`config.mk`:
```
export PLATFORM = sky130hd
export DESIGN_NAME = wb_unit
export DESIGN_NICKNAME = d
export VERILOG_FILES = /design/src/rtl/wb_unit.sv
export SDC_FILE = /design/constraint.sdc
export NUM_CORES = 1
export LEC_CHECK = 0
export ABC_AREA = 1
export CAP_MARGIN = 15
export CORE_ASPECT_RATIO = 0.5
export CORE_MARGIN = 2
export CORE_UTILIZATION = 48
export CTS_BUF_LIST = sky130_fd_sc_hd__clkbuf_4 sky130_fd_sc_hd__clkbuf_8 sky130_fd_sc_hd__clkbuf_16
export DETAILED_ROUTE_END_ITERATION = 12
export GPL_TIMING_DRIVEN = 1
export HOLD_SLACK_MARGIN = 0.02
export PLACE_DENSITY_LB_ADDON = 0.05
export SETUP_SLACK_MARGIN = 0.1
export SLEW_MARGIN = 40
export SYNTH_ARGS = -nofsm -noshare
export SYNTH_HDL_FRONTEND = slang
export SYNTH_SLANG_ARGS = --single-unit
export TNS_END_PERCENT = 20
```
`constraint.sdc`:
```
create_clock -name clk -period 2.6 [get_ports clk]
set_input_delay 0.39 -clock clk [delete_from_list [all_inputs] [get_ports clk]]
set_output_delay 0.39 -clock clk [all_outputs]
set_load 0.05 [all_outputs]
```
`src/rtl/wb_unit.sv`:
```
// Y86-64 writeback unit: 2-entry result buffer feeding the register file's dual write port.
// Optional retired-instruction counter built when RETIRE_CNT_EN is defined.
//
// state | meaning
// RUN   | accepting and retiring results
// HALT  | HLT retired; no pushes, pops or writes until reset
// ERR   | ADR/INS retired; no pushes, pops or writes until reset
module wb_unit (
   input  logic        clk,
   input  logic        rst_n,
   input  logic        in_valid,
   output logic        in_ready,
   input  logic [1:0]  in_stat,
   input  logic        in_cnd,
   input  logic [3:0]  in_dstE,
   input  logic [3:0]  in_dstM,
   input  logic [63:0] in_valE,
   input  logic [63:0] in_valM,
   output logic [3:0]  dstA,
   output logic [63:0] wrtA,
   output logic [3:0]  dstB,
   output logic [63:0] wrtB,
   output logic [1:0]  stat,
   output logic        retire,
   output logic [63:0] retire_cnt
);
   localparam logic [1:0] DEPTH = 2'd2;
   localparam logic [3:0] RNONE = 4'hF;
   localparam logic [1:0] SAOK  = 2'd0;
   localparam logic [1:0] SHLT  = 2'd1;

   typedef enum logic [1:0] {RUN, HALT, ERR} stateT;

   typedef struct packed {
      logic [1:0]  stat;
      logic        cnd;
      logic [3:0]  dstE;
      logic [3:0]  dstM;
      logic [63:0] valE;
      logic [63:0] valM;
   } entryT;

   stateT      state, nextState;
   logic [1:0] count;
   entryT      fifo0, fifo1, newEntry;
   logic       push, pop, headOk;
   logic [3:0] retDstA, retDstB;

   assign in_ready = (state == RUN) && (count < DEPTH);
   assign push     = in_valid && in_ready;
   assign pop      = (state == RUN) && (count != 2'd0);
   assign headOk   = (fifo0.stat == SAOK);
   assign newEntry = '{stat: in_stat, cnd: in_cnd, dstE: in_dstE, dstM: in_dstM,
                       valE: in_valE, valM: in_valM};

   always_ff @(posedge clk or negedge rst_n) begin
      if (!rst_n) state <= RUN;
      else        state <= nextState;
   end

   always_comb begin
      nextState = state;
      if (pop && !headOk)
         nextState = (fifo0.stat == SHLT) ? HALT : ERR;
   end

   // Y86 write rules; a dstE/dstM collision lets valM win (popq %rsp)
   always_comb begin
      retDstA = fifo0.cnd ? fifo0.dstE : RNONE;
      retDstB = fifo0.dstM;
      if (retDstA == retDstB && retDstA != RNONE)
         retDstA = RNONE;
      if (!headOk) begin
         retDstA = RNONE;
         retDstB = RNONE;
      end
   end

   always_ff @(posedge clk or negedge rst_n) begin
      if (!rst_n) begin
         count <= 2'd0;
         fifo0 <= '0;
         fifo1 <= '0;
      end else if (pop && !headOk) begin
         count <= 2'd0;
      end else begin
         case ({push, pop})
            2'b10: begin
               if (count == 2'd0) fifo0 <= newEntry;
               else               fifo1 <= newEntry;
               count <= count + 2'd1;
            end
            2'b01: begin
               fifo0 <= fifo1;
               count <= count - 2'd1;
            end
            // push only happens below DEPTH, so a concurrent pop leaves exactly one slot
            2'b11: fifo0 <= newEntry;
            default: ;
         endcase
      end
   end

   always_ff @(posedge clk or negedge rst_n) begin
      if (!rst_n) begin
         dstA   <= RNONE;
         dstB   <= RNONE;
         wrtA   <= 64'd0;
         wrtB   <= 64'd0;
         stat   <= SAOK;
         retire <= 1'b0;
      end else begin
         retire <= pop;
         dstA   <= pop ? retDstA : RNONE;
         dstB   <= pop ? retDstB : RNONE;
         if (pop && headOk) begin
            wrtA <= fifo0.valE;
            wrtB <= fifo0.valM;
         end
         if (pop && !headOk)
            stat <= fifo0.stat;
      end
   end

`ifdef RETIRE_CNT_EN
   logic [63:0] retireCnt;
   always_ff @(posedge clk or negedge rst_n) begin
      if (!rst_n)             retireCnt <= 64'd0;
      else if (pop && headOk) retireCnt <= retireCnt + 64'd1;
   end
   assign retire_cnt = retireCnt;
`else
   assign retire_cnt = 64'd0;
`endif

endmodule
```
After elaboration in Yosys (flattened, before gate mapping)
Index checks and enable logic that the tools add are counted.
{"block": "totals", "out_inout_bits": 204, "register_bits": 421, "word_cells": 58}
{"block": "classes", "n_eq_ne": 7, "magnitude_cmp": 1, "mux": 11, "addsub": 2, "bitwise_logic": 2, "n_reduce_logical": 15}
{"cell": "$pmux 139 s3", "count": 1}
{"cell": "$mux 139", "count": 1}
{"cell": "$mux 4", "count": 6}
{"cell": "$logic_and 1x1->1", "count": 6}
{"cell": "$logic_not 2->1", "count": 3}
{"cell": "$reduce_and 3->1", "count": 2}
{"cell": "$reduce_bool 3->1", "count": 2}
{"cell": "$eq 2x1->1 const B", "count": 2}
{"cell": "$eq 2x2->1 const B", "count": 2}
{"cell": "$eq 4x4->1", "count": 1}
{"cell": "$mux 2", "count": 2}
{"cell": "$ne 4x4->1 const B", "count": 1}
{"cell": "$pmux 2 s2", "count": 1}
{"cell": "$add 2x1->2 const B", "count": 1}
{"cell": "$lt 2x2->1 const B", "count": 1}
{"cell": "$ne 2x2->1 const B", "count": 1}
{"cell": "$not 1->1", "count": 2}
{"cell": "$reduce_bool 2->1", "count": 1}
{"cell": "$sub 2x1->2 const B", "count": 1}
{"cell": "$logic_not 1->1", "count": 1}

Logic depth before layout (Yosys ltp)
Gate-level depths: netlist of run 1.
{"block": "depth", "word_depth": 6, "mapped_depth": 9, "mapped_depth_nobuf": 8}

Least setup slack after synthesis of run 1
No wires, ideal clock.
{"block": "synth_timing", "path_kind": "register to output", "startpoint": "register state[1]", "endpoint": "output port in_ready", "slack_ns": 0.989, "t_required_ns": 2.210, "arrival_ns": 1.221, "path_stages_with_launch": 4, "cell_sequence": "dfrtp_1 -> inv_1 -> nand2_1 -> nor2_1"}
{"block": "synth_via", "elab_chain_cells": 2}
{"item": "from (decl)", "line_no": "43", "text": "stateT state, nextState;"}
{"item": "from (signal assigned)", "line_no": "58", "text": "else state <= nextState;"}
{"item": "$logic_not 2->1", "line_no": "49", "text": "assign in_ready = (state == RUN) && (count < DEPTH);"}
{"item": "$logic_and 1x1->1", "line_no": "49"}
{"item": "to (decl)", "line_no": "12", "text": "output logic in_ready,"}
Every way passes these cells.

Final worst setup path of run 1
{"block": "layout_timing", "startpoint": "register dstB[3]", "endpoint": "output port dstB[3]"}
{"item": "from (decl)", "line_no": "21", "text": "output logic [3:0] dstB,"}
{"item": "from (signal assigned)", "line_no": "115", "text": "dstB <= pop ? retDstB : RNONE;"}
No word-level cell between the ends.

==> flow_summary.html, run 1 <==
<table>
<tr><th>Metric</th><th>Value</th></tr>
<tr><th colspan="2">Routing</th></tr>
<tr><td>Number of DRC violations after detailed routing</td><td>0</td></tr>
<tr><td>Iteration count of the initial detailed-routing pass</td><td>4</td></tr>
<tr><td>Drt wl/cell</td><td>about 14 um</td></tr>
<tr><td>Total routed wirelength</td><td>roughly 38 mm</td></tr>
<tr><td>Remaining antenna violation count after routing</td><td>0</td></tr>
<tr><td>Total number of vias</td><td>~12k</td></tr>
<tr><td>Drt first-iter violations</td><td>689</td></tr>
<tr><td>Number of vias per cell after detailed routing</td><td>about 4.6</td></tr>
<tr><th colspan="2">Placed design</th></tr>
<tr><td>Final weighted congestion in routability-driven placement</td><td>0.755</td></tr>
<tr><td>Cell Count Post-Placement</td><td>2580</td></tr>
<tr><td>PortBufs</td><td>281</td></tr>
<tr><td>Placed wire-length estimate after detailed placement</td><td>24.2 mm</td></tr>
<tr><th colspan="2">Synthesis</th></tr>
<tr><td>Summed instance area of the synthesized netlist</td><td>0.0177 sq mm</td></tr>
<tr><td>Distinct cells, synth</td><td>20</td></tr>
<tr><td>Per-instance average area after synthesis</td><td>8.73 sq um</td></tr>
<tr><td>Synth area leader</td><td>sky130_fd_sc_hd__dfrtp_1</td></tr>
<tr><td>Commonest cells in the netlist</td><td>sky130_fd_sc_hd__inv_1 (420), sky130_fd_sc_hd__dfrtp_1 (413), sky130_fd_sc_hd__nand2_1 (304), sky130_fd_sc_hd__nand3_1 (284), sky130_fd_sc_hd__o21ai_0 (207)</td></tr>
<tr><td>Post-synth EDFFs</td><td>0</td></tr>
<tr><td>Most common cell in the synthesized netlist</td><td>sky130_fd_sc_hd__inv_1</td></tr>
<tr><td>Synthesized instance count</td><td>2026</td></tr>
<tr><td>Most used DFF post-synth</td><td>sky130_fd_sc_hd__dfrtp_1</td></tr>
<tr><td>Yosys warning count</td><td>0</td></tr>
<tr><td>Share of the yosys chip area belonging to registers</td><td>0.596</td></tr>
<tr><td>Proportion of synthesized flip-flops having asynchronous set or reset</td><td>1.00</td></tr>
<tr><td>Cells taking the most area after synthesis</td><td>sky130_fd_sc_hd__dfrtp_1 (58%), sky130_fd_sc_hd__inv_1 (8.9%), sky130_fd_sc_hd__nand3_1 (8.0%), sky130_fd_sc_hd__nand2_1 (6.5%), sky130_fd_sc_hd__o21ai_0 (5.9%)</td></tr>
<tr><td>Share of the synthesized area in the top cell type</td><td>0.584</td></tr>
<tr><td>FF+latch count, synth</td><td>421</td></tr>
<tr><th colspan="2">STA</th></tr>
<tr><td>Unrepaired setup endpoints after global routing</td><td>false</td></tr>
<tr><td>Worst-case clock skew</td><td>11.5 ps</td></tr>
<tr><td>Worst-case headroom to the max-slew limit</td><td>0.502</td></tr>
<tr><td>Setup TNS</td><td>0 ps</td></tr>
<tr><td>Max-slew violation count</td><td>0</td></tr>
<tr><td>Final critical-path required period</td><td>2260 ps</td></tr>
<tr><td>Final count of negative-setup-slack endpoints</td><td>0</td></tr>
<tr><td>Period utilisation layout</td><td>0.871</td></tr>
<tr><td>Achievable Freq</td><td>about 440 MHz</td></tr>
<tr><td>Count of final hold-check violations</td><td>0</td></tr>
<tr><td>Measured slew at the worst slew-check pin</td><td>747 ps</td></tr>
<tr><th colspan="2">Clock tree</th></tr>
<tr><td>Total clock buffers created by CTS</td><td>39</td></tr>
<tr><td>Number of buffers between clock root and the deepest sink</td><td>3</td></tr>
<tr><td>Number of H-tree branching levels</td><td>2</td></tr>
<tr><td>Clock slew seen by the registers of the worst setup and hold paths</td><td>70 ps</td></tr>
<tr><td>Root cell of the clock tree</td><td>sky130_fd_sc_hd__clkbuf_16</td></tr>
<tr><td>TritonCTS clock tree</td><td>built</td></tr>
<tr><td>TritonCTS Sinks</td><td>roughly 420</td></tr>
<tr><td>Insertion delay of the later-clocked pin in the worst-skew pair</td><td>530 ps</td></tr>
<tr><th colspan="2">Final layout</th></tr>
<tr><td>Multi-input gate area in the final layout</td><td>0.00431 sq mm</td></tr>
<tr><td>Post-Route Utilization</td><td>0.596</td></tr>
<tr><td>Area added between synthesis and finish</td><td>21.8%</td></tr>
<tr><td>Number of standard cells in the layout, taps in and fillers out</td><td>2651</td></tr>
<tr><td>Storage element area</td><td>0.0105 sq mm</td></tr>
<tr><td>Fillers</td><td>3211</td></tr>
<tr><td>Ratio of cells with drive above 1 in the final layout</td><td>0.0536</td></tr>
<tr><td>Number of nets in the finished design</td><td>between 2k and 2.5k</td></tr>
<tr><th colspan="2">Global route</th></tr>
<tr><td>Wire length of the first global-routing pass</td><td>62.2 mm</td></tr>
<tr><td>Total global routing track utilization</td><td>0.202</td></tr>
<tr><td>Via count of the first global-routing pass</td><td>about 12k</td></tr>
<tr><td>Number of antenna violations at the first check in global routing</td><td>1</td></tr>
<tr><td>Maximum number of pins on one net before global-route repair</td><td>138</td></tr>
<tr><td>Global route total overflow</td><td>0</td></tr>
<tr><th colspan="2">Worst hold path</th></tr>
<tr><td>Type of the worst min-delay path</td><td>reg -&gt; reg</td></tr>
<tr><th colspan="2">Critical path</th></tr>
<tr><td>Critical-path top delay cell</td><td>sky130_fd_sc_hd__clkdlybuf4s50_1</td></tr>
<tr><td>Worst Path Required</td><td>2210 ps</td></tr>
<tr><td>Capturing element type of the critical path</td><td>output pin</td></tr>
<tr><td>Buffers and inverters on the worst path</td><td>1</td></tr>
<tr><td>Cell breakdown of the critical path</td><td>clkdlybuf4s50_1</td></tr>
<tr><td>Critical Path Fanout Max</td><td>1</td></tr>
<tr><td>Largest delay contributor family on the critical path</td><td>buffers and inverters</td></tr>
<tr><td>Biggest cell delay along the critical path</td><td>820 ps</td></tr>
<tr><td>Element type at the critical path start</td><td>flop</td></tr>
<tr><td>Type of the worst setup path</td><td>reg -&gt; out</td></tr>
<tr><td>Register-to-register setup slack</td><td>550 ps</td></tr>
<tr><td>Worst path arrival time</td><td>1870 ps</td></tr>
<tr><th colspan="2">Die</th></tr>
<tr><td>Top Ports</td><td>approximately 350</td></tr>
<tr><td>Initial core utilization</td><td>0.490</td></tr>
<tr><td>Core footprint</td><td>0.0361 sq mm</td></tr>
<tr><td>Die height</td><td>140 um</td></tr>
<tr><td>Die width</td><td>275 um</td></tr>
<tr><td>Row count</td><td>49</td></tr>
<tr><td>Die Footprint</td><td>a little under 0.04 sq mm</td></tr>
<tr><th colspan="2">Job</th></tr>
<tr><td>Count of max-cap constraint violations</td><td>0</td></tr>
<tr><th colspan="2">Outcome</th></tr>
<tr><td>Result of the run</td><td>completed</td></tr>
<tr><th colspan="2">Power</th></tr>
<tr><td>Leak</td><td>0.0106 uW</td></tr>
<tr><td>IR drop worst, VDD</td><td>0.677 mV</td></tr>
<tr><td>Pwr Density</td><td>1170 mW/mm^2</td></tr>
<tr><td>Overall power consumption</td><td>25200 uW</td></tr>
</table>
-- kinds of logic (layout without fill, tap and decap cells) --
| kind of cell | count (synthesis) | after routing | synth area share |
|---|---|---|---|
| AO/OA/AOI/OAI | 270 | 270 | 0.0764 |
| buffers and inverters | 726 | 803 | 0.176 |
| flip-flops | 421 | 421 | 0.596 |
| other | 1 | 65 | 0.000212 |
| AND/OR/NAND/NOR | 608 | 608 | 0.152 |
-- layout by cell type, fill, tap and decap left out, types with 12 or more instances in the layout --
master and n:
sky130_fd_sc_hd__nand2_1 304, sky130_fd_sc_hd__clkbuf_16 39, sky130_fd_sc_hd__o21ai_0 207, sky130_fd_sc_hd__buf_12 12, sky130_fd_sc_hd__o21ai_1 62, sky130_fd_sc_hd__clkdlybuf4s50_1 279
sky130_fd_sc_hd__nor2_1 12, sky130_fd_sc_hd__clkbuf_4 12, sky130_fd_sc_hd__buf_4 20, sky130_fd_sc_hd__conb_1 64, sky130_fd_sc_hd__inv_1 420, sky130_fd_sc_hd__dfrtp_1 413
sky130_fd_sc_hd__nand3_1 283
-- area by class of cell --
cell class / instances / area share
well taps: 484 / 0.0281
clock buffers: 56 / 0.0527
diodes: 1 / 0.000116
clock inverters: 13 / 0.00680
multi-input cells: 942 / 0.200
flip-flops and latches: 421 / 0.490
inverters: 420 / 0.0732
repair buffers: 314 / 0.149
-- worst paths after layout --
kind                       startpoint          to  cells past startpoint
min in group asynchronous       rst_n  fifo1[104]                      2
min                         fifo1[18]   fifo1[18]                      0
max                           dstB[3]     dstB[3]                      1
max reg2reg                  count[1]     wrtA[2]                      5
max in group asynchronous       rst_n    fifo1[5]                      4
min reg2reg                 fifo1[18]   fifo1[18]                      0
-- state kept, by name, summed over array words and instances, names as in the netlist --
name    cells
fifo0     139
fifo1     139
wrtA       64
wrtB       64
dstA        4
dstB        4
count       2
stat        2
state       2
retire      1
-- routing by layer --
layer | share of wire | wire [um] | global-route usage
met4 | 0.017 | 648 | 0.0495
met3 | 0.040 | 1530 | 0.0376
met5 | 0 | 0 | 0
met1 | 0.46 | 17300 | 0.277
met2 | 0.49 | 18400 | 0.332
-- power by group --
group | leakage [uW] | switching [uW] | internal (uW) | total (uW)
Sequential | 0.00548 | 911 | 8620 | 9530
Combinational | 0.00442 | 6740 | 3170 | 9910
Clock | 0.000650 | 2440 | 3350 | 5790
Total | 0.0106 | 10100 | 15100 | 25200
-- what timing repair did --
action | CTS | global route
hold buffers | 1 | 0
endpoints found under the setup margin | 1 | 0
gates resized for setup | 1 | 0
buffers inserted | 0 | 0
hold endpoints to repair | 45 | 0
-- stage by stage --
step	setup slack (ps)	hold slack [ps]	instance area, sq um
after detailed placement	449	361	20200
after floorplan	989	94.4	17900
after global placement	506	361	20200
after CTS	298	374	21500
after global routing	271	385	21500
final	336	374	21500
(Power assumes the default switching activity.)
==> run 2, diff against run 1 <==
--- a/config.mk
+++ b/config.mk
@@ -15,6 +15,7 @@
 export GPL_TIMING_DRIVEN = 1
 export HOLD_SLACK_MARGIN = 0.02
 export PLACE_DENSITY_LB_ADDON = 0.05
+export REMOVE_ABC_BUFFERS = 1
 export SETUP_SLACK_MARGIN = 0.1
 export SLEW_MARGIN = 40
 export SYNTH_ARGS = -nofsm -noshare
==> run 2 against run 1 <==
Clock power increased by 1%. Global-route usage grew 0.062 points. First-iteration DRC count fell by 5.2%. Critical endpoint is now dstA[2].
==> flow_summary.html, run 2 (same netlist as run 1, synthesis figures left out) <==
<table>
<tr><th>Metric</th><th>Value</th></tr>
<tr><th colspan="2">STA</th></tr>
<tr><td>Measured slew at the worst slew-check pin</td><td>623 ps (was 747 ps)</td></tr>
<tr><td>Count of final hold-check violations</td><td>0 (unchanged)</td></tr>
<tr><td>Unrepaired setup endpoints after global routing</td><td>false (unchanged)</td></tr>
<tr><td>Max-slew violation count</td><td>0 (unchanged)</td></tr>
<tr><td>Setup ws final</td><td>361 ps (was 336 ps)</td></tr>
<tr><td>Worst-case headroom to the max-slew limit</td><td>0.584 (was 0.502)</td></tr>
<tr><td>Final critical-path required period</td><td>2240 ps (was 2260 ps)</td></tr>
<tr><td>Setup TNS</td><td>0 ps (unchanged)</td></tr>
<tr><td>Worst-case clock skew</td><td>17.3 ps (was 11.5 ps)</td></tr>
<tr><td>Period utilisation layout</td><td>0.861 (was 0.871)</td></tr>
<tr><td>Hold slack final</td><td>375 ps (was 374 ps)</td></tr>
<tr><td>Achievable Freq</td><td>447 MHz (was 442 MHz)</td></tr>
<tr><td>Final count of negative-setup-slack endpoints</td><td>0 (unchanged)</td></tr>
<tr><th colspan="2">Final layout</th></tr>
<tr><td>Number of antenna cells inserted</td><td>0 (was 1)</td></tr>
<tr><td>Commonest cells after routing, fill and taps aside</td><td>sky130_fd_sc_hd__inv_1 (420), sky130_fd_sc_hd__dfrtp_1 (413), sky130_fd_sc_hd__nand2_1 (304) (unchanged)</td></tr>
<tr><td>Registers with the most flip-flops</td><td>fifo0 (139), fifo1 (139) (unchanged)</td></tr>
<tr><td>Ratio of cells with drive above 1 in the final layout</td><td>0.0570 (was 0.0536)</td></tr>
<tr><td>Number of nets in the finished design</td><td>2288 (was 2280)</td></tr>
<tr><td>Most common cell after layout, fill and taps aside</td><td>sky130_fd_sc_hd__inv_1 (unchanged)</td></tr>
<tr><td>Final Instance Area</td><td>0.0217 sq mm (was 0.0215 sq mm)</td></tr>
<tr><td>Area added between synthesis and finish</td><td>22.5% (was 21.8%)</td></tr>
<tr><td>Number of standard cells in the layout, taps in and fillers out</td><td>2658 (was 2651)</td></tr>
<tr><th colspan="2">Clock tree</th></tr>
<tr><td>Total clock buffers created by CTS</td><td>39 (unchanged)</td></tr>
<tr><td>Insertion delay of the later-clocked pin in the worst-skew pair</td><td>540 ps (was 530 ps)</td></tr>
<tr><td>Root cell of the clock tree</td><td>sky130_fd_sc_hd__clkbuf_16 (unchanged)</td></tr>
<tr><td>Number of buffers between clock root and the deepest sink</td><td>3 (unchanged)</td></tr>
<tr><td>TritonCTS clock tree</td><td>built (unchanged)</td></tr>
<tr><td>Number of H-tree branching levels</td><td>2 (unchanged)</td></tr>
<tr><td>Post-CTS repair timing setup buffer count</td><td>0 (unchanged)</td></tr>
<tr><td>Clock slew seen by the registers of the worst setup and hold paths</td><td>60 ps (was 70 ps)</td></tr>
<tr><td>TritonCTS Sinks</td><td>421 (unchanged)</td></tr>
<tr><th colspan="2">Global route</th></tr>
<tr><td>Number of antenna violations at the first check in global routing</td><td>0 (was 1)</td></tr>
<tr><td>Maximum number of pins on one net before global-route repair</td><td>141 (was 138)</td></tr>
<tr><td>Global route total overflow</td><td>0 (unchanged)</td></tr>
<tr><td>Wire length of the first global-routing pass</td><td>62.7 mm (was 62.2 mm)</td></tr>
<tr><td>Via count of the first global-routing pass</td><td>12.1k (was 12.0k)</td></tr>
<tr><td>Total global routing track utilization</td><td>0.202 (about the same)</td></tr>
<tr><th colspan="2">Placed design</th></tr>
<tr><td>PortBufs</td><td>281 (unchanged)</td></tr>
<tr><td>Cell Count Post-Placement</td><td>2588 (was 2580)</td></tr>
<tr><td>Placement Setup Slack</td><td>423 ps (was 449 ps)</td></tr>
<tr><td>Placed wire-length estimate after detailed placement</td><td>24.8 mm (was 24.2 mm)</td></tr>
<tr><td>Final weighted congestion in routability-driven placement</td><td>0.749 (was 0.755)</td></tr>
<tr><td>Placed cell areas</td><td>0.0203 sq mm (was 0.0202 sq mm)</td></tr>
<tr><th colspan="2">Power</th></tr>
<tr><td>Share of total power consumed by net switching</td><td>0.401 (was 0.400)</td></tr>
<tr><td>Clock share of power</td><td>0.231 (was 0.230)</td></tr>
<tr><td>Switching power summed over all nets</td><td>10200 uW (was 10100 uW)</td></tr>
<tr><td>Int Pwr</td><td>15200 uW (was 15100 uW)</td></tr>
<tr><td>Pwr Density</td><td>1170 mW/mm^2 (about the same)</td></tr>
<tr><td>Comb pwr share</td><td>0.390 (was 0.393)</td></tr>
<tr><td>Leak</td><td>0.0106 uW (about the same)</td></tr>
<tr><td>IR drop worst, VDD</td><td>0.698 mV (was 0.677 mV)</td></tr>
<tr><td>Share of total power in sequential cells</td><td>0.378 (about the same)</td></tr>
<tr><th colspan="2">Worst hold path</th></tr>
<tr><td>Type of the worst min-delay path</td><td>reg -&gt; reg (unchanged)</td></tr>
<tr><th colspan="2">Die</th></tr>
<tr><td>Initial core utilization</td><td>0.490 (unchanged)</td></tr>
<tr><td>Die width</td><td>275 um (unchanged)</td></tr>
<tr><td>Top Ports</td><td>346 (unchanged)</td></tr>
<tr><td>Die Footprint</td><td>0.0385 sq mm (unchanged)</td></tr>
<tr><td>Row count</td><td>49 (unchanged)</td></tr>
<tr><td>Die height</td><td>140 um (unchanged)</td></tr>
<tr><td>Core footprint</td><td>0.0361 sq mm (unchanged)</td></tr>
<tr><th colspan="2">Job</th></tr>
<tr><td>Count of max-cap constraint violations</td><td>0 (unchanged)</td></tr>
<tr><th colspan="2">Outcome</th></tr>
<tr><td>Result of the run</td><td>completed (unchanged)</td></tr>
<tr><th colspan="2">Critical path</th></tr>
<tr><td>Element type at the critical path start</td><td>flop (unchanged)</td></tr>
<tr><td>Critical Path Fanout Max</td><td>1 (unchanged)</td></tr>
<tr><td>Biggest cell delay along the critical path</td><td>790 ps (was 820 ps)</td></tr>
<tr><td>Largest delay contributor family on the critical path</td><td>buffers and inverters (unchanged)</td></tr>
<tr><td>Cell breakdown of the critical path</td><td>clkdlybuf4s50_1 (unchanged)</td></tr>
<tr><td>Type of the worst setup path</td><td>reg -&gt; out (unchanged)</td></tr>
<tr><td>Buffers and inverters on the worst path</td><td>1 (unchanged)</td></tr>
<tr><td>Capturing element type of the critical path</td><td>output pin (unchanged)</td></tr>
<tr><td>Worst Path Required</td><td>2210 ps (about the same)</td></tr>
<tr><td>Worst path arrival time</td><td>1850 ps (was 1870 ps)</td></tr>
<tr><td>Critical-path top delay cell</td><td>sky130_fd_sc_hd__clkdlybuf4s50_1 (unchanged)</td></tr>
<tr><th colspan="2">Routing</th></tr>
<tr><td>Number of DRC violations after detailed routing</td><td>0 (unchanged)</td></tr>
<tr><td>Met3 Wirelength</td><td>1.38 mm (was 1.53 mm)</td></tr>
<tr><td>Post-Route M1 WL</td><td>17.3 mm (about the same)</td></tr>
<tr><td>Number of vias per cell after detailed routing</td><td>4.60 (was 4.61)</td></tr>
<tr><td>Highest metal layer with signal wires</td><td>met4 (unchanged)</td></tr>
<tr><td>Drt wl/cell</td><td>14.3 um (about the same)</td></tr>
<tr><td>Total routed wirelength</td><td>37.9 mm (about the same)</td></tr>
<tr><td>Met2 routed WL</td><td>18.4 mm (about the same)</td></tr>
<tr><td>Remaining antenna violation count after routing</td><td>0 (unchanged)</td></tr>
<tr><td>Iteration count of the initial detailed-routing pass</td><td>5 (was 4)</td></tr>
<tr><td>Drt first-iter violations</td><td>653 (was 689)</td></tr>
<tr><td>Total number of vias</td><td>12.2k (about the same)</td></tr>
</table>
-- run 2: cell count changes in the layout (fill, tap and decap cells not counted), moves of 2 or more --
cell,previous run,this run
sky130_fd_sc_hd__buf_4,20,25
sky130_fd_sc_hd__buf_12,12,15
sky130_fd_sc_hd__clkinv_2,8,6
sky130_fd_sc_hd__inv_6,1,3
sky130_fd_sc_hd__clkbuf_4,12,5
sky130_fd_sc_hd__clkbuf_8,5,12
-- run 2: area by class of cell --
cell class / count / area, sq um
Timing Repair Buffer: 322 / 3310
Sequential cell: 421 / 10500
Clock inverter: 13 / 136
Tap cell: 484 / 606
Fill cell: 3193 / 14400
Multi-Input combinational cell: 942 / 4310
Clock buffer: 56 / 1180
Inverter: 420 / 1580
-- run 2: worst paths after layout --
path                             end  slack [ps]  cells after the start  startpoint
max in group asynchronous    dstA[0]        1320                      3       rst_n
setup reg to reg           fifo0[31]         450                      8    state[1]
hold reg to reg            fifo1[26]         370                      0   fifo1[26]
setup / recovery             dstA[2]         360                      1     dstA[2]
min in group asynchronous  fifo1[66]         400                      2       rst_n
hold / removal             fifo1[26]         370                      0   fifo1[26]
-- run 2: power groups by stage --
stage	Combinational (uW)	Sequential (uW)	Clock (uW)
2_1_floorplan	3030	13000	0
3_3_place_gp	9900	9690	0
3_5_place_dp	10000	9730	0
4_1_cts	10000	9630	6020
5_1_grt	10800	9830	6320
6_report	9900	9600	5870
-- run 2: timing repair --
item,4_1_cts,5_1_grt
endpoints found under the setup margin,1,0
hold endpoints to repair,59,0
resized for setup,1,0
hold buffers,1,0
-- run 2: per-layer routing --
metal | vias to the layer above | GRT usage
li1 | 6177 | -
met1 | 5785 | 0.278
met2 | 203 | 0.334
met3 | 61 | 0.0349
met4 | 0 | 0.0535
met5 | - | 0
-- run 2: per-stage QoR --
step	total power [uW]	util
after global placement	19600	0.563
after floorplan	16100	-
after detailed placement	19700	0.563
after CTS	25700	0.600
final	25400	0.600
after global routing	26900	0.600
==> run 3, diff against run 2 <==
--- a/config.mk
+++ b/config.mk
@@ -9,7 +9,7 @@
 export CAP_MARGIN = 15
 export CORE_ASPECT_RATIO = 0.5
 export CORE_MARGIN = 2
-export CORE_UTILIZATION = 48
+export CORE_UTILIZATION = 55
 export CTS_BUF_LIST = sky130_fd_sc_hd__clkbuf_4 sky130_fd_sc_hd__clkbuf_8 sky130_fd_sc_hd__clkbuf_16
 export DETAILED_ROUTE_END_ITERATION = 12
 export GPL_TIMING_DRIVEN = 1
==> run 3 against run 2 <==
Flip-flop and latch count is the same. Sequential power barely moved. Global-route usage up 2.4 points. Combinational power is essentially flat. Core utilization is 7.9 points higher. Sequential share of layout area increased by 0.37 points. Count of clock-buffer cells in the layout down 8. Critical endpoint is now in_ready.
==> flow_summary.html, run 3 (same netlist as run 1, synthesis figures left out) <==
<table>
<tr><th>Metric</th><th>Value</th></tr>
<tr><th colspan="2">Critical path</th></tr>
<tr><td>Critical Path Fanout Max</td><td>2 (was 1)</td></tr>
<tr><td>Register-to-register setup slack</td><td>500 ps (was 450 ps)</td></tr>
<tr><td>Largest delay contributor family on the critical path</td><td>buffers and inverters (unchanged)</td></tr>
<tr><td>Source of the worst register-to-register timing path</td><td>state[1] (unchanged)</td></tr>
<tr><td>Type of the worst setup path</td><td>reg -&gt; out (unchanged)</td></tr>
<tr><td>Capture instance of the worst register-to-register path</td><td>fifo0[52] (was fifo0[31])</td></tr>
<tr><td>Biggest cell delay along the critical path</td><td>560 ps (was 790 ps)</td></tr>
<tr><td>Worst path arrival time</td><td>1870 ps (was 1850 ps)</td></tr>
<tr><td>Worst R2R Path Depth</td><td>6 (was 8)</td></tr>
<tr><td>Critical-path top delay cell</td><td>sky130_fd_sc_hd__dlygate4sd2_1 (was sky130_fd_sc_hd__clkdlybuf4s50_1)</td></tr>
<tr><td>Buffers and inverters on the worst path</td><td>2 (was 1)</td></tr>
<tr><td>Capturing element type of the critical path</td><td>output pin (unchanged)</td></tr>
<tr><td>Cell breakdown of the critical path</td><td>inv_1 -&gt; nand2_1 -&gt; nor2_1 -&gt; dlygate4sd2_1 (was clkdlybuf4s50_1)</td></tr>
<tr><td>Element type at the critical path start</td><td>flop (unchanged)</td></tr>
<tr><td>Worst Path Required</td><td>2210 ps (about the same)</td></tr>
<tr><th colspan="2">Die</th></tr>
<tr><td>Die width</td><td>258 um (was 275 um)</td></tr>
<tr><td>Die Footprint</td><td>0.0337 sq mm (was 0.0385 sq mm)</td></tr>
<tr><td>Initial core utilization</td><td>0.559 (was 0.490)</td></tr>
<tr><td>Top Ports</td><td>346 (unchanged)</td></tr>
<tr><td>Core footprint</td><td>0.0317 sq mm (was 0.0361 sq mm)</td></tr>
<tr><td>Row count</td><td>46 (was 49)</td></tr>
<tr><td>Die height</td><td>131 um (was 140 um)</td></tr>
<tr><th colspan="2">Final layout</th></tr>
<tr><td>Number of nets in the finished design</td><td>2270 (was 2288)</td></tr>
<tr><td>Commonest cells after routing, fill and taps aside</td><td>sky130_fd_sc_hd__inv_1 (420), sky130_fd_sc_hd__dfrtp_1 (413), sky130_fd_sc_hd__nand2_1 (304) (unchanged)</td></tr>
<tr><td>Number of antenna cells inserted</td><td>0 (unchanged)</td></tr>
<tr><td>Registers with the most flip-flops</td><td>fifo0 (139), fifo1 (139) (unchanged)</td></tr>
<tr><td>Ratio of cells with drive above 1 in the final layout</td><td>0.0474 (was 0.0570)</td></tr>
<tr><td>Most common cell after layout, fill and taps aside</td><td>sky130_fd_sc_hd__inv_1 (unchanged)</td></tr>
<tr><td>Area added between synthesis and finish</td><td>21.6% (was 22.5%)</td></tr>
<tr><td>Final Instance Area</td><td>0.0215 sq mm (was 0.0217 sq mm)</td></tr>
<tr><th colspan="2">Routing</th></tr>
<tr><td>Drt first-iter violations</td><td>807 (was 653)</td></tr>
<tr><td>Total routed wirelength</td><td>37.3 mm (was 37.9 mm)</td></tr>
<tr><td>Iteration count of the initial detailed-routing pass</td><td>5 (unchanged)</td></tr>
<tr><td>Remaining antenna violation count after routing</td><td>0 (unchanged)</td></tr>
<tr><td>Drt wl/cell</td><td>14.4 um (was 14.3 um)</td></tr>
<tr><td>Number of DRC violations after detailed routing</td><td>0 (unchanged)</td></tr>
<tr><td>Total number of vias</td><td>12.4k (was 12.2k)</td></tr>
<tr><td>Number of vias per cell after detailed routing</td><td>4.78 (was 4.60)</td></tr>
<tr><th colspan="2">Power</th></tr>
<tr><td>Clock share of power</td><td>0.237 (was 0.231)</td></tr>
<tr><td>Share of total power consumed by net switching</td><td>0.396 (was 0.401)</td></tr>
<tr><td>Int Pwr</td><td>15400 uW (was 15200 uW)</td></tr>
<tr><td>Switching power summed over all nets</td><td>10100 uW (was 10200 uW)</td></tr>
<tr><td>Leak</td><td>0.0105 uW (was 0.0106 uW)</td></tr>
<tr><td>Share of total power in sequential cells</td><td>0.375 (was 0.378)</td></tr>
<tr><td>Comb pwr share</td><td>0.388 (was 0.390)</td></tr>
<tr><td>Pwr Density</td><td>1190 mW/mm^2 (was 1170 mW/mm^2)</td></tr>
<tr><td>Overall power consumption</td><td>25600 uW (was 25400 uW)</td></tr>
<tr><td>IR drop worst, VDD</td><td>0.731 mV (was 0.698 mV)</td></tr>
<tr><th colspan="2">Placed design</th></tr>
<tr><td>Placed cell areas</td><td>0.0202 sq mm (was 0.0203 sq mm)</td></tr>
<tr><td>Final weighted congestion in routability-driven placement</td><td>0.791 (was 0.749)</td></tr>
<tr><td>Placement Setup Slack</td><td>309 ps (was 423 ps)</td></tr>
<tr><td>PortBufs</td><td>281 (unchanged)</td></tr>
<tr><td>Placed wire-length estimate after detailed placement</td><td>23.6 mm (was 24.8 mm)</td></tr>
<tr><th colspan="2">Worst hold path</th></tr>
<tr><td>Hold Crit Depth</td><td>0 (unchanged)</td></tr>
<tr><td>Hold worst-path end</td><td>fifo1[132] (was fifo1[26])</td></tr>
<tr><td>Type of the worst min-delay path</td><td>reg -&gt; reg (unchanged)</td></tr>
<tr><td>Startpoint of the tightest hold check path</td><td>fifo1[132] (was fifo1[26])</td></tr>
<tr><th colspan="2">Global route</th></tr>
<tr><td>Global routing usage on met2</td><td>0.377 (was 0.334)</td></tr>
<tr><td>Global route total overflow</td><td>0 (unchanged)</td></tr>
<tr><td>Busiest layer in global routing</td><td>met2 (unchanged)</td></tr>
<tr><td>Via count of the first global-routing pass</td><td>12.2k (was 12.1k)</td></tr>
<tr><td>Total global routing track utilization</td><td>0.226 (was 0.202)</td></tr>
<tr><td>Maximum number of pins on one net before global-route repair</td><td>89 (was 141)</td></tr>
<tr><td>Met1 global-route usage</td><td>0.311 (was 0.278)</td></tr>
<tr><td>Number of antenna violations at the first check in global routing</td><td>0 (unchanged)</td></tr>
<tr><td>Wire length of the first global-routing pass</td><td>61.6 mm (was 62.7 mm)</td></tr>
<tr><td>Routing usage on met3</td><td>0.0351 (was 0.0349)</td></tr>
<tr><th colspan="2">STA</th></tr>
<tr><td>Measured slew at the worst slew-check pin</td><td>582 ps (was 623 ps)</td></tr>
<tr><td>Setup ws final</td><td>344 ps (was 361 ps)</td></tr>
<tr><td>Max-slew violation count</td><td>0 (unchanged)</td></tr>
<tr><td>Worst-case clock skew</td><td>16.7 ps (was 17.3 ps)</td></tr>
<tr><td>Period utilisation layout</td><td>0.868 (was 0.861)</td></tr>
<tr><td>Hold slack final</td><td>372 ps (was 375 ps)</td></tr>
<tr><td>Final critical-path required period</td><td>2260 ps (was 2240 ps)</td></tr>
<tr><td>Achievable Freq</td><td>443 MHz (was 447 MHz)</td></tr>
<tr><td>Final count of negative-setup-slack endpoints</td><td>0 (unchanged)</td></tr>
<tr><td>Count of final hold-check violations</td><td>0 (unchanged)</td></tr>
<tr><td>Worst-case headroom to the max-slew limit</td><td>0.611 (was 0.584)</td></tr>
<tr><td>Unrepaired setup endpoints after global routing</td><td>false (unchanged)</td></tr>
<tr><th colspan="2">Clock tree</th></tr>
<tr><td>Root cell of the clock tree</td><td>sky130_fd_sc_hd__clkbuf_16 (unchanged)</td></tr>
<tr><td>Total clock buffers created by CTS</td><td>37 (was 39)</td></tr>
<tr><td>TritonCTS clock tree</td><td>built (unchanged)</td></tr>
<tr><td>Clock slew seen by the registers of the worst setup and hold paths</td><td>70 ps (was 60 ps)</td></tr>
<tr><td>TritonCTS Sinks</td><td>421 (unchanged)</td></tr>
<tr><td>Insertion delay of the later-clocked pin in the worst-skew pair</td><td>530 ps (was 540 ps)</td></tr>
<tr><td>Number of H-tree branching levels</td><td>2 (unchanged)</td></tr>
<tr><td>Number of buffers between clock root and the deepest sink</td><td>3 (unchanged)</td></tr>
<tr><th colspan="2">Job</th></tr>
<tr><td>Count of max-cap constraint violations</td><td>0 (unchanged)</td></tr>
<tr><th colspan="2">Outcome</th></tr>
<tr><td>Result of the run</td><td>completed (unchanged)</td></tr>
</table>
## run 3: how the worst max path moves through the flow
stage	cells after the start	end	start	slack [ps]
after detailed placement	6	fifo0[137]	in_valid	310
after CTS	1	dstA[0]	dstA[0]	310
after floorplan	6	fifo0[0]	state[1]	-3270
after global placement	6	fifo0[138]	in_valid	360
after global routing	4	in_ready	state[1]	250
final	4	in_ready	state[1]	340
## run 3: routing by layer
| layer | vias to the layer above | routed length [um] |
|---|---|---|
| met2 | 250 | 17900 |
| li1 | 6128 | - |
| met3 | 73 | 1490 |
| met1 | 5910 | 16900 |
| met4 | 0 | 999 |
| met5 | - | 0 |
## run 3: power groups by stage
stage / combinational [uW] / sequential [uW] / clock (uW)
floorplan: 3030 / 13000 / 0
global placement: 9820 / 9650 / 0
detailed placement: 9980 / 9690 / 0
CTS: 10000 / 9600 / 6200
global route: 10800 / 9810 / 6490
finish: 9920 / 9580 / 6060
## run 3: stage by stage
step                std cells   util  setup TNS, ps
global placement         2520  0.637              0
global route             2584  0.679              0
detailed placement       2520  0.637              0
floorplan                1783      -        -547770
CTS                      2584  0.679              0
finish                   2584  0.679              0
## run 3: layout make-up
type	count	area [sq um]
multi-input combinational	942	4310
fill	2566	10200
tap	432	541
timing repair buffer	306	3190
sequential	421	10500
clock inverter	15	283
inverter	420	1580
clock buffer	48	1050
## run 3: repair_timing
item / 4_1_cts / 5_1_grt
endpoints found under the setup margin: 1 / 0
hold buffers: 1 / 0
buffers inserted: 0 / 0
endpoints found under the hold margin: 56 / 0
resized for setup: 1 / 0
